--- config.mk ---
export PLATFORM = sky130hd
export DESIGN_NAME = store_buffer_unit_flat
export DESIGN_NICKNAME = d
export VERILOG_FILES = /design/src/rtl/store_buffer_unit_if.sv /design/src/rtl/store_buffer_unit.sv /design/src/flat_wrapper.sv
export SDC_FILE = /design/constraint.sdc
export NUM_CORES = 1
export LEC_CHECK = 0
export BUFFER_PORTS_ARGS = -buffer_cell sky130_fd_sc_hd__buf_2
export CORE_MARGIN = 2
export CORE_UTILIZATION = 65
export CTS_BUF_LIST = sky130_fd_sc_hd__clkbuf_8
export CTS_CLUSTER_DIAMETER = 200
export DETAILED_ROUTE_END_ITERATION = 10
export GPL_TIMING_DRIVEN = 0
export PLACE_DENSITY = 0.92
export REMOVE_ABC_BUFFERS = 1
export SLEW_MARGIN = 20
export SYNTH_ARGS = -nofsm -noshare
export SYNTH_HDL_FRONTEND = slang
export SYNTH_SLANG_ARGS = --single-unit
--- constraint.sdc ---
create_clock -name clk -period 3.14 [get_ports clk]
set_input_delay 0.157 -clock clk [delete_from_list [all_inputs] [get_ports clk]]
set_output_delay 0.157 -clock clk [all_outputs]
set_load 0.05 [all_outputs]
--- src/rtl/store_buffer_unit_if.sv ---
// Data-memory write-port bundle between the store buffer (master) and memory (slave).
// A request transfers on a rising edge where MemReqValid and MemReqReady are both 1; once raised,
// MemReqValid and its payload stay stable until that edge (no retraction).
interface store_buffer_unit_if #(
  parameter int AW = 32
);
  logic          MemReqValid;
  logic          MemReqReady;
  logic [AW-1:0] MemAddr;
  logic [31:0]   MemWData;
  logic [3:0]    MemBE;

  modport master (
    output MemReqValid,
    output MemAddr,
    output MemWData,
    output MemBE,
    input  MemReqReady
  );

  modport slave (
    input  MemReqValid,
    input  MemAddr,
    input  MemWData,
    input  MemBE,
    output MemReqReady
  );
endinterface

--- src/rtl/store_buffer_unit.sv ---
// Store buffer: aligns sb/sh/sw stores into word lanes and queues them in a FIFO drained to data memory.
// Optional feature macro STORE_FWD_EN adds a load-versus-pending-store hazard compare.
module store_buffer_unit #(
  parameter int DEPTH = 4,
  parameter int AW    = 32
) (
  input  logic          clk,
  input  logic          rst,
  input  logic          MemWriteM,
  input  logic [2:0]    StoreSelect,
  input  logic [AW-1:0] ALU_ResultM,
  input  logic [31:0]   WriteDataM,
  output logic          ReadyM,
  output logic          StallM,
  output logic          MisalignM,
  output logic          Empty,
  store_buffer_unit_if.master memPort
`ifdef STORE_FWD_EN
  ,
  input  logic          MemReadM,
  input  logic [AW-1:0] LoadAddrM,
  output logic          LoadHazardM
`endif
);

  localparam int PW = $clog2(DEPTH);
  localparam int CW = PW + 1;
  localparam logic [CW-1:0] FULL_COUNT = CW'(DEPTH);

  localparam logic [2:0] F3_SB = 3'b000;
  localparam logic [2:0] F3_SH = 3'b001;
  localparam logic [2:0] F3_SW = 3'b010;

  logic [PW-1:0]   wrPtr;
  logic [PW-1:0]   rdPtr;
  logic [CW-1:0]   count;

  logic [AW-3:0]   wordQ [DEPTH];
  logic [31:0]     dataQ [DEPTH];
  logic [3:0]      beQ   [DEPTH];

  logic [1:0]      byteOffset;
  logic            storeLegal;
  logic [3:0]      alignBe;
  logic [31:0]     alignData;
  logic            enq;
  logic            deq;

  assign byteOffset = ALU_ResultM[1:0];

  always_comb begin
    storeLegal = 1'b0;
    alignBe    = 4'b0000;
    alignData  = 32'h0;
    case (StoreSelect)
      F3_SB: begin
        storeLegal = 1'b1;
        alignBe    = 4'b0001 << byteOffset;
        alignData  = {4{WriteDataM[7:0]}};
      end
      F3_SH: begin
        storeLegal = ~byteOffset[0];
        alignBe    = byteOffset[1] ? 4'b1100 : 4'b0011;
        alignData  = {2{WriteDataM[15:0]}};
      end
      F3_SW: begin
        storeLegal = (byteOffset == 2'b00);
        alignBe    = 4'b1111;
        alignData  = WriteDataM;
      end
      default: begin
        storeLegal = 1'b0;
      end
    endcase
  end

  // A full buffer refuses new stores even when the head drains this same edge.
  assign ReadyM    = (count != FULL_COUNT);
  assign StallM    = MemWriteM & ~ReadyM;
  assign MisalignM = MemWriteM & ~storeLegal;
  assign Empty     = (count == '0);

  assign enq = MemWriteM & storeLegal & ReadyM;
  assign deq = memPort.MemReqValid & memPort.MemReqReady;

  always_ff @(posedge clk or negedge rst) begin
    if (!rst) begin
      wrPtr <= '0;
      rdPtr <= '0;
      count <= '0;
      for (int i = 0; i < DEPTH; i++) begin
        wordQ[i] <= '0;
        dataQ[i] <= '0;
        beQ[i]   <= '0;
      end
    end else begin
      if (enq) begin
        wordQ[wrPtr] <= ALU_ResultM[AW-1:2];
        dataQ[wrPtr] <= alignData;
        beQ[wrPtr]   <= alignBe;
        wrPtr        <= wrPtr + 1'b1;
      end
      if (deq) begin
        rdPtr <= rdPtr + 1'b1;
      end
      case ({enq, deq})
        2'b10:   count <= count + 1'b1;
        2'b01:   count <= count - 1'b1;
        default: count <= count;
      endcase
    end
  end

  // Head entry drives the memory port directly, so the payload only moves when rdPtr advances.
  assign memPort.MemReqValid = ~Empty;
  assign memPort.MemAddr     = {wordQ[rdPtr], 2'b00};
  assign memPort.MemWData    = dataQ[rdPtr];
  assign memPort.MemBE       = beQ[rdPtr];

`ifdef STORE_FWD_EN
  logic [PW-1:0]    entryAge [DEPTH];
  logic [DEPTH-1:0] hitVec;
  logic [1:0]       unusedLoadOffset;

  assign unusedLoadOffset = LoadAddrM[1:0];

  // An entry is live when its distance from the head is below the occupancy count.
  always_comb begin
    hitVec = '0;
    for (int i = 0; i < DEPTH; i++) begin
      entryAge[i] = PW'(i) - rdPtr;
      if (({1'b0, entryAge[i]} < count) && (wordQ[i] == LoadAddrM[AW-1:2])) begin
        hitVec[i] = 1'b1;
      end
    end
  end

  assign LoadHazardM = MemReadM & (|hitVec);
`endif

endmodule

--- src/flat_wrapper.sv ---
// flat-port wrapper written by rule: the top's interface ports become plain ports
module store_buffer_unit_flat 
#(
  parameter int DEPTH = 4,
  parameter int AW    = 32
)
  (clk, rst, MemWriteM, StoreSelect, ALU_ResultM, WriteDataM, ReadyM, StallM, MisalignM, Empty, memPort_MemReqValid, memPort_MemAddr, memPort_MemWData, memPort_MemBE, memPort_MemReqReady);
  store_buffer_unit_if #(.AW(AW)) memPort_i ();
  input  logic clk;
  input  logic rst;
  input  logic MemWriteM;
  input  logic [2:0] StoreSelect;
  input  logic [AW-1:0] ALU_ResultM;
  input  logic [31:0] WriteDataM;
  output logic ReadyM;
  output logic StallM;
  output logic MisalignM;
  output logic Empty;
  output wire logic [$bits(memPort_i.MemReqValid)-1:0] memPort_MemReqValid;
  output wire logic [$bits(memPort_i.MemAddr)-1:0] memPort_MemAddr;
  output wire logic [$bits(memPort_i.MemWData)-1:0] memPort_MemWData;
  output wire logic [$bits(memPort_i.MemBE)-1:0] memPort_MemBE;
  input wire logic [$bits(memPort_i.MemReqReady)-1:0] memPort_MemReqReady;
  assign memPort_MemReqValid = memPort_i.MemReqValid;
  assign memPort_MemAddr = memPort_i.MemAddr;
  assign memPort_MemWData = memPort_i.MemWData;
  assign memPort_MemBE = memPort_i.MemBE;
  assign memPort_i.MemReqReady = memPort_MemReqReady;
  store_buffer_unit #(.DEPTH(DEPTH), .AW(AW)) u_core (.clk(clk), .rst(rst), .MemWriteM(MemWriteM), .StoreSelect(StoreSelect), .ALU_ResultM(ALU_ResultM), .WriteDataM(WriteDataM), .ReadyM(ReadyM), .StallM(StallM), .MisalignM(MisalignM), .Empty(Empty), .memPort(memPort_i));
endmodule
# Word-level counts from Yosys, hierarchy flattened
# Cells that the tools add are included.
totals:
  reg_bits: 271
  output_inout_bits: 73
  elab_cells: 67
op_classes:
  add_sub_neg: 4
  order_cmp: 3
  eq_ne: 5
  shifts: 1
  n_mux: 23
  n_bitwise: 11
  n_reduce_logical: 5
op_table:
  columns: ["cell", "n"]
  rows:
  - ["128-bit bitwise mux", 1]
  - ["120-bit bitwise mux", 1]
  - ["32-bit 2-to-1 mux", 3]
  - ["32-bit case mux with 3 select lines", 1]
  - ["30-bit 2-to-1 mux", 3]
  - ["32-bit binary-select mux with 2-bit select", 1]
  - ["32-bit demux with 2-bit select", 1]
  - ["30-bit binary-select mux with 2-bit select", 1]
  - ["30-bit demux with 2-bit select", 1]
  - ["16-bit bitwise mux", 1]
  - ["4-bit 2-to-1 mux", 4]
  - ["4-bit case mux with 3 select lines", 1]
  - ["4-bit binary-select mux with 2-bit select", 1]
  - ["4-bit demux with 2-bit select", 1]
  - ["3-bit >= comparator (second input constant)", 2]
  - ["3-bit zero test", 2]
  - ["2-bit NOT with 3-bit output", 2]
  - ["3-bit case mux with 2 select lines", 1]
  - ["1-bit bitwise AND", 5]
  - ["2-bit by 1-bit adder with 2-bit output (second input constant)", 2]
  - ["1-bit NOT", 4]
  - ["1-bit by 2-bit left shift with 4-bit output (first input constant)", 1]
  - ["3-bit by 1-bit adder with 3-bit output (second input constant)", 1]
  - ["3-bit by 1-bit equality test with 1-bit output (second input constant)", 1]
  - ["10 further kinds", 10]

# Depth between registers and ports, before layout
# Gate-level depths: netlist of the first run.
logic_depth:
  word_depth: 6
  ltp_mapped: 10
  mapped_depth_nobuf: 9

# Worst setup path before layout of the first run
# No wires, ideal clock.
synth_timing:
  path_type: "reg-to-reg"
  startpoint: "register u_core.count[0]"
  endpoint: "register u_core.count[2]"
  setup_time_ns: 0.125
  arrival_time_ns: 2.061
  required_ns: 3.015
  setup_slack_ns: 0.954
  path_stages_with_launch: 9
  path_buffers: 0
  period_less_slack_ns: 2.186
  path_cell_list: "dfrtp_1 > or3_1 > and2_1 > ha_1 > inv_1 > fa_1 > xor2_1 > nor2_1 > xor2_1"
synth_between:
  elab_chain_cells: 5
  elab_cells_between_ends: 11
  classes_between: "add/sub (2); eq/ne (3); mux (1); bitwise (3); reduce/logical (2)"
synth_lines:
  columns: ["item", "line", "text"]
  rows:
  - ["start: declaration", "store_buffer_unit.sv:36", "logic [CW-1:0] count;"]
  - ["start signal: assignment", "store_buffer_unit.sv:107", "2'b10: count <= count + 1'b1;"]
  - ["start signal: assignment", "store_buffer_unit.sv:108", "2'b01: count <= count - 1'b1;"]
  - ["start signal: assignment", "store_buffer_unit.sv:109", "default: count <= count;"]
  - ["3-bit zero test (*)", "store_buffer_unit.sv:81", "assign Empty = (count == '0);"]
  - ["1-bit NOT (*)", "store_buffer_unit.sv:115", "assign memPort.MemReqValid = ~Empty;"]
  - ["named net memPort_MemReqValid", "flat_wrapper.sv:19", "output wire logic [$bits(memPort_i.MemReqValid)-1:0] memPort_MemReqValid;"]
  - ["1-bit bitwise AND (*)", "store_buffer_unit.sv:84", "assign deq = memPort.MemReqValid & memPort.MemReqReady;"]
  - ["named net u_core.deq", "store_buffer_unit.sv:47", "logic deq;"]
  - ["2-bit by 1-bit equality test with 1-bit output / 2-bit equality test (equally long branches)", "store_buffer_unit.sv:106", "case ({enq, deq})"]
  - ["3-bit case mux with 2 select lines / 2-bit nonzero test (equally long branches)", null, null]
# The timed path passes the listed nets; every way through them passes the cells marked *.
# A chain may end at the register's enable or synchronous reset.

# Worst setup path after layout of the first run
layout_timing:
  startpoint: "register u_core.count[2]"
  endpoint: "register u_core.dataQ[80] (netlist bit)"
layout_between:
  elab_chain_cells: 2
layout_lines:
  columns: ["item", "line", "text"]
  rows:
  - ["3-bit inequality test", "store_buffer_unit.sv:78", "assign ReadyM = (count != FULL_COUNT);"]
  - ["1-bit bitwise AND", "store_buffer_unit.sv:83", "assign enq = MemWriteM & storeLegal & ReadyM;"]
  - ["end signal: indexed assignment", "store_buffer_unit.sv:99", "dataQ[wrPtr] <= alignData;"]
  - ["end: declaration", "store_buffer_unit.sv:39", "logic [31:0] dataQ [DEPTH];"]
# Every way passes these cells.

==> results of run 1 <==
-- routing by layer --
layer  track usage  part of all wire  vias up
li1              -                 -     3227
met1         0.367              0.42     3879
met2         0.439              0.50      217
met3        0.0486             0.050       72
met4         0.100             0.032        2
met5             0           0.00047        -
-- tightest hold or removal path, stage by stage --
cell	delay, ns
buf_2	0.10
a21o_1	0.15
mux2_2	0.15
-- registers in the layout, indices dropped and copies added (netlist names) --
register and cells:
u_core.beQ 16, u_core.count 3, u_core.dataQ 128, u_core.rdPtr 2
u_core.wordQ 120, u_core.wrPtr 2
-- logic make-up after synthesis --
| logic type | Yosys count | synth area share |
|---|---|---|
| other | 1 | 0.000288 |
| xor gates and xnor gates | 7 | 0.00471 |
| buffers and inverters | 64 | 0.0317 |
| muxes | 331 | 0.390 |
| adders and majority gates | 6 | 0.00635 |
| DFF | 271 | 0.522 |
| and+or+nand+nor | 61 | 0.0242 |
| AOI/OAI and AO/OA | 44 | 0.0214 |
-- cells in the final DEF, fill, tap and decap left out, types with 2 or more instances in the layout --
cell           instances
clkinv_2               8
a21oi_1               21
buf_16                 6
inv_1                 17
xnor2_1                3
nor2b_1                7
mux2_4               160
conb_1                 2
o21ai_0                7
ha_1                   5
buf_2                140
nand2_8                4
a2bb2oi_1              5
xor2_1                 4
clkbuf_8              60
nand2_1               16
mux2_2               104
dfrtp_1              269
and2_1                10
dfrtp_4                2
nor2_1                13
a21o_1                 6
bufinv_16              2
o21a_1                 2
dlygate4sd3_1         32
diode_2                2
mux4_2                66
nand2b_1               7
-- path summary, 6_finish.rpt --
check                                startpoint                to  slack (ns)
worst max-delay path            u_core.count[2]  u_core.dataQ[80]        0.45
worst min-delay path             WriteDataM[15]  u_core.dataQ[63]        0.06
worst max register to register  u_core.count[2]  u_core.dataQ[80]        0.45
worst min register to register  u_core.count[2]   u_core.count[2]        0.49
max in group asynchronous                   rst  u_core.dataQ[72]        1.86
min in group asynchronous                   rst   u_core.wordQ[6]        0.14
-- power groups by stage --
stage	Clock (mW)	Sequential, mW	Combinational (mW)
floorplan	0	5.98	6.40
global placement	0	6.33	7.43
detailed placement	0	6.20	8.01
CTS	3.31	6.19	8.09
global route	3.46	6.41	8.40
finish	3.25	6.21	8.03
-- cell type report --
| cell class | instances | share of cell area |
|---|---|---|
| multi-input combinational | 451 | 0.386 |
| timing repair buffer | 180 | 0.0803 |
| tap | 265 | 0.0218 |
| clock inverter | 18 | 0.00856 |
| inverter | 9 | 0.00222 |
| clock buffer | 60 | 0.0543 |
| antenna | 2 | 0.000329 |
| sequential | 271 | 0.446 |
-- timing repair --
| action | 4_1_cts | 5_1_grt |
|---|---|---|
| hold endpoints to repair | 234 | 0 |
| gates resized for setup | 0 | 0 |
| hold buffers | 32 | 0 |
==> metrics, run 1 <==
initial antenna violation count 3; GP Congestion 0.775; Max Fclk ~370 MHz; buffer and inverter count on the worst path 0; critical path fanouts, max 66; Logic pwr share 0.459; PwrDens 1150 mW/mm²; DR vias/cell 5.89; core area ~0.02 mm²; placed insts 1144; fraction of layout cells with a size suffix above 1 0.563; Leakage Power roughly 7.7 nW; Layout Cells excl Fill 1256; crit end category flip-flop; critical setup path kind flip-flop to flip-flop; pre-CTS setup slack 0.192 ns; CTS tree yes; Initial Utilization 0.666; I/O pins 144; grt total ovfl 0; vias in the first global route 8270; share of flip-flops with an asynchronous set or reset 1.00; CTS Buf Count 45; sequential share of power 0.355; multi-input logic area 0.00587 mm²; Critical Path RT 3.55 ns; most common flop cell mapped by yosys dfrtp_1; Max IR drop VDD 0.678 mV; filler cell count 1091; Worst Reg2Reg Path Length in Cells 4; # clock sinks 271; Levels on crit path 4; Iter 0 DRT Violations 323; Port Buffers 141; highest-delay cell along the critical path a211oi_4; Pint 10.6 mW; Synth top area share 0.522; outcome finished clean; actual slew at the worst max-slew pin ~1.0 ns; Slew Limit Fails 0; warnings from Yosys 0; Root Buffer clkbuf_8; crit-path cells nor3b_1, a211oi_4, nand2_8, mux2_4; Net Sw Frac 0.391; drt wl/cell ~22 µm; Post-synth EDFFs 0; Area contributors post-synth dfrtp_1, mux2_4, mux4_2; CTS max path bufs 3; mapped cell area ~0.013 mm²; antenna viol nets, final 0; Max Cap Viol 0; Final Cycle Share 0.857; worst path arrival time slightly above 3 ns; area delta synth->final 17.0%; Routed Wire Length 27400 µm; fin nets 1035; Die Width 145 µm; via count roughly 7400; final clock skew 0.0200 ns; count leader, synth dfrtp_1; top cell family by delay on the critical path compound AO/OA/AOI/OAI gates; Slew headroom 0.310; die height 145 µm; total track usage 0.268; synth unique cells 33; largest net degree at the start of global routing 96; cell area after layout 0.0152 mm²; final setup TNS 0 ns; unrepaired setup endpoints after global routing false; area leader, netlist dfrtp_1; Psw 6.84 mW; top post-synthesis cells by count dfrtp_1, mux2_4, mux2_2; Hold Violations, Final 0; global-route wire length before repair 44900 µm; Post-CTS Setup Bufs 0; worst stage delay on the critical path 0.82 ns; Die Area 0.0212 mm²; Hold Path Class input port to flip-flop; synthesized flop and latch total 271; cells after synthesis between 700 and 800; sequential share of the synthesized area 0.522; clock-pin transition on the worst setup and hold timing paths 0.06 ns; Hold Path Cell Cnt 3; Final Util 0.779; sequential cell area 0.00679 mm²; Skew-Pair Late Insertion Delay about 0.54 ns; DRC viols 0; hpwl dp approximately 16000 µm; final worst setup slack 0.448 ns; H-Tree Level Count 2; Final Critical Period 2.69 ns; Overall Power between 15 and 20 mW; synthesized area per cell between 15 and 20 µm²; placed inst area 0.0139 mm²; DR pass1 iterations 4; CP startpoint kind flip-flop; row cnt between 50 and 60; Clock Power Share 0.186; hold slack 0.0596 ns; final setup violation count 0
No activity file was read; power rests on OpenSTA's default activity.
==> inputs of run 2 (changes only) <==
--- a/config.mk
+++ b/config.mk
@@ -12,7 +12,7 @@
 export CTS_CLUSTER_DIAMETER = 200
 export DETAILED_ROUTE_END_ITERATION = 10
 export GPL_TIMING_DRIVEN = 0
-export PLACE_DENSITY = 0.92
+export PLACE_DENSITY = 0.95
 export REMOVE_ABC_BUFFERS = 1
 export SLEW_MARGIN = 20
 export SYNTH_ARGS = -nofsm -noshare
==> run 2 against run 1 <==
  * Cell count about the same
  * Clock power decreased by 4%
  * First-iteration DRC count increased by 5.9%
  * Critical path type unchanged
  * Largest cell class unchanged
==> metrics, run 2 (synthesis gave the netlist of run 1 again) <==
Critical Path RT 3.55 ns; final clock skew between 0.01 and 0.015 ns; Leakage Power a little under 8 nW; DR vias/cell between 5 and 6; post-CTS sizing 0; CTS Buf Count 45; Die Area around 0.021 mm²; Max Cap Viol 0; grt total ovfl 0; critical path fanouts, max 66; DR pass1 iterations 4; Hold Violations, Final 0; total track usage 0.264; highest-delay cell along the critical path a211oi_4; crit end category flip-flop; CTS hold repair buffers 32; Iter 0 DRT Violations 342; Overall Power 17.3 mW; cell area after layout 0.0151 mm²; unrepaired setup endpoints after global routing false; Final Cycle Share 0.854; max reg flops ~130; fin nets 1033; crit-path cells nor3b_1, a211oi_4, nand2_8, mux2_4; Post-CTS Setup Bufs 0; placed inst area 0.0139 mm²; initial antenna violation count 3; core area 0.0195 mm²; most common cell after layout, fill and taps aside dfrtp_1; sequential cell area slightly below 0.007 mm²; critical setup path kind flip-flop to flip-flop; vias in the first global route 8303; row cnt 51; HP Start WriteDataM[13]; GP Congestion 0.790; # clock sinks roughly 270; actual slew at the worst max-slew pin slightly below 1 ns; multi-input logic area 0.00587 mm²; clock-pin transition on the worst setup and hold timing paths 0.06 ns; antenna viol nets, final 0; Slew headroom 0.348; area delta synth->final 16.3%; drt wl/cell 21.7 µm; global-route wire length before repair 44700 µm; Initial Utilization 0.666; FF-to-FF Start u_core.count[2]; DRC viols 0; Hold Path Class input port to flip-flop; outcome finished clean; Die Width 145 µm; Routed Wire Length 27200 µm; hpwl dp 15700 µm; I/O pins 144; Slew Limit Fails 0; commonest cells after routing, fill and taps aside dfrtp_1, mux2_4, buf_2, mux2_2, mux4_2; CP startpoint kind flip-flop; worst stage delay on the critical path 0.83 ns; largest reg by FF count u_core.dataQ; Root Buffer clkbuf_8; largest registers u_core.dataQ (128), u_core.wordQ (120), u_core.beQ (16); Port Buffers 141; final setup TNS 0 ns; Skew-Pair Late Insertion Delay roughly 0.54 ns; CTS max path bufs 3; CTS tree yes; Final Critical Period 2.68 ns; largest net degree at the start of global routing 101; via count approximately 7400; hold slack between 0.07 and 0.08 ns; PwrDens between 1000 and 1500 mW/mm²; Max IR drop VDD 0.768 mV; die height 145 µm; filler cell count 1102; Max Fclk 373 MHz; crit path launch u_core.count[2]; final setup violation count 0; H-Tree Level Count 2; worst path arrival time 3.09 ns; fraction of layout cells with a size suffix above 1 0.555
run 2: final cells by class:
class | count | area share
antenna | 3 | 0.000496
clock buffer | 62 | 0.0564
clock inverter | 18 | 0.00480
inverter | 9 | 0.00223
multi-input combinational | 451 | 0.388
sequential | 271 | 0.449
tap | 265 | 0.0219
timing repair buffer | 178 | 0.0771
run 2: critical path, delay by kind of cell (launching register included):
family | cells | cell delay, ns
flip-flops | 1 | 0.39
multiplexers | 1 | 0.49
AO/OA/AOI/OAI | 1 | 0.83
AND/OR/NAND/NOR | 2 | 0.81
run 2: routing by layer:
metal / share of wire / GRT usage / vias to the layer above / wire, µm
li1: - / - / 3233 / -
met1: 0.44 / 0.366 / 3913 / 11900
met2: 0.50 / 0.434 / 194 / 13600
met3: 0.043 / 0.0455 / 47 / 1170
met4: 0.020 / 0.0868 / 0 / 537
met5: 0 / 0 / - / 0
run 2: where the power goes:
| group | leakage (nW) | internal, mW | total [mW] | switching (mW) |
|---|---|---|---|---|
| sequential | 3.48 | 5.12 | 6.16 | 1.04 |
| clock | 0.535 | 1.74 | 3.12 | 1.37 |
| combinational | 3.68 | 3.66 | 8.05 | 4.39 |
| total | 7.69 | 10.5 | 17.3 | 6.81 |
run 2: worst paths after layout:
check                                         end  slack (ns)  cells past startpoint
max in group asynchronous         u_core.dataQ[2]        1.61                      4
worst max register to register  u_core.dataQ[107]        0.46                      4
worst min-delay path            u_core.dataQ[125]        0.07                      3
min in group asynchronous       u_core.wordQ[118]        0.19                      2
worst max-delay path            u_core.dataQ[107]        0.46                      4
worst min register to register    u_core.count[2]        0.47                      1
run 2: metrics by stage:
step,setup slack [ns],util,instances
after CTS,0.461,0.774,1254
after global placement,-2.85,0.700,1137
final,0.458,0.775,1257
after global routing,0.328,0.774,1255
after floorplan,-0.505,-,731
after detailed placement,0.193,0.710,1142
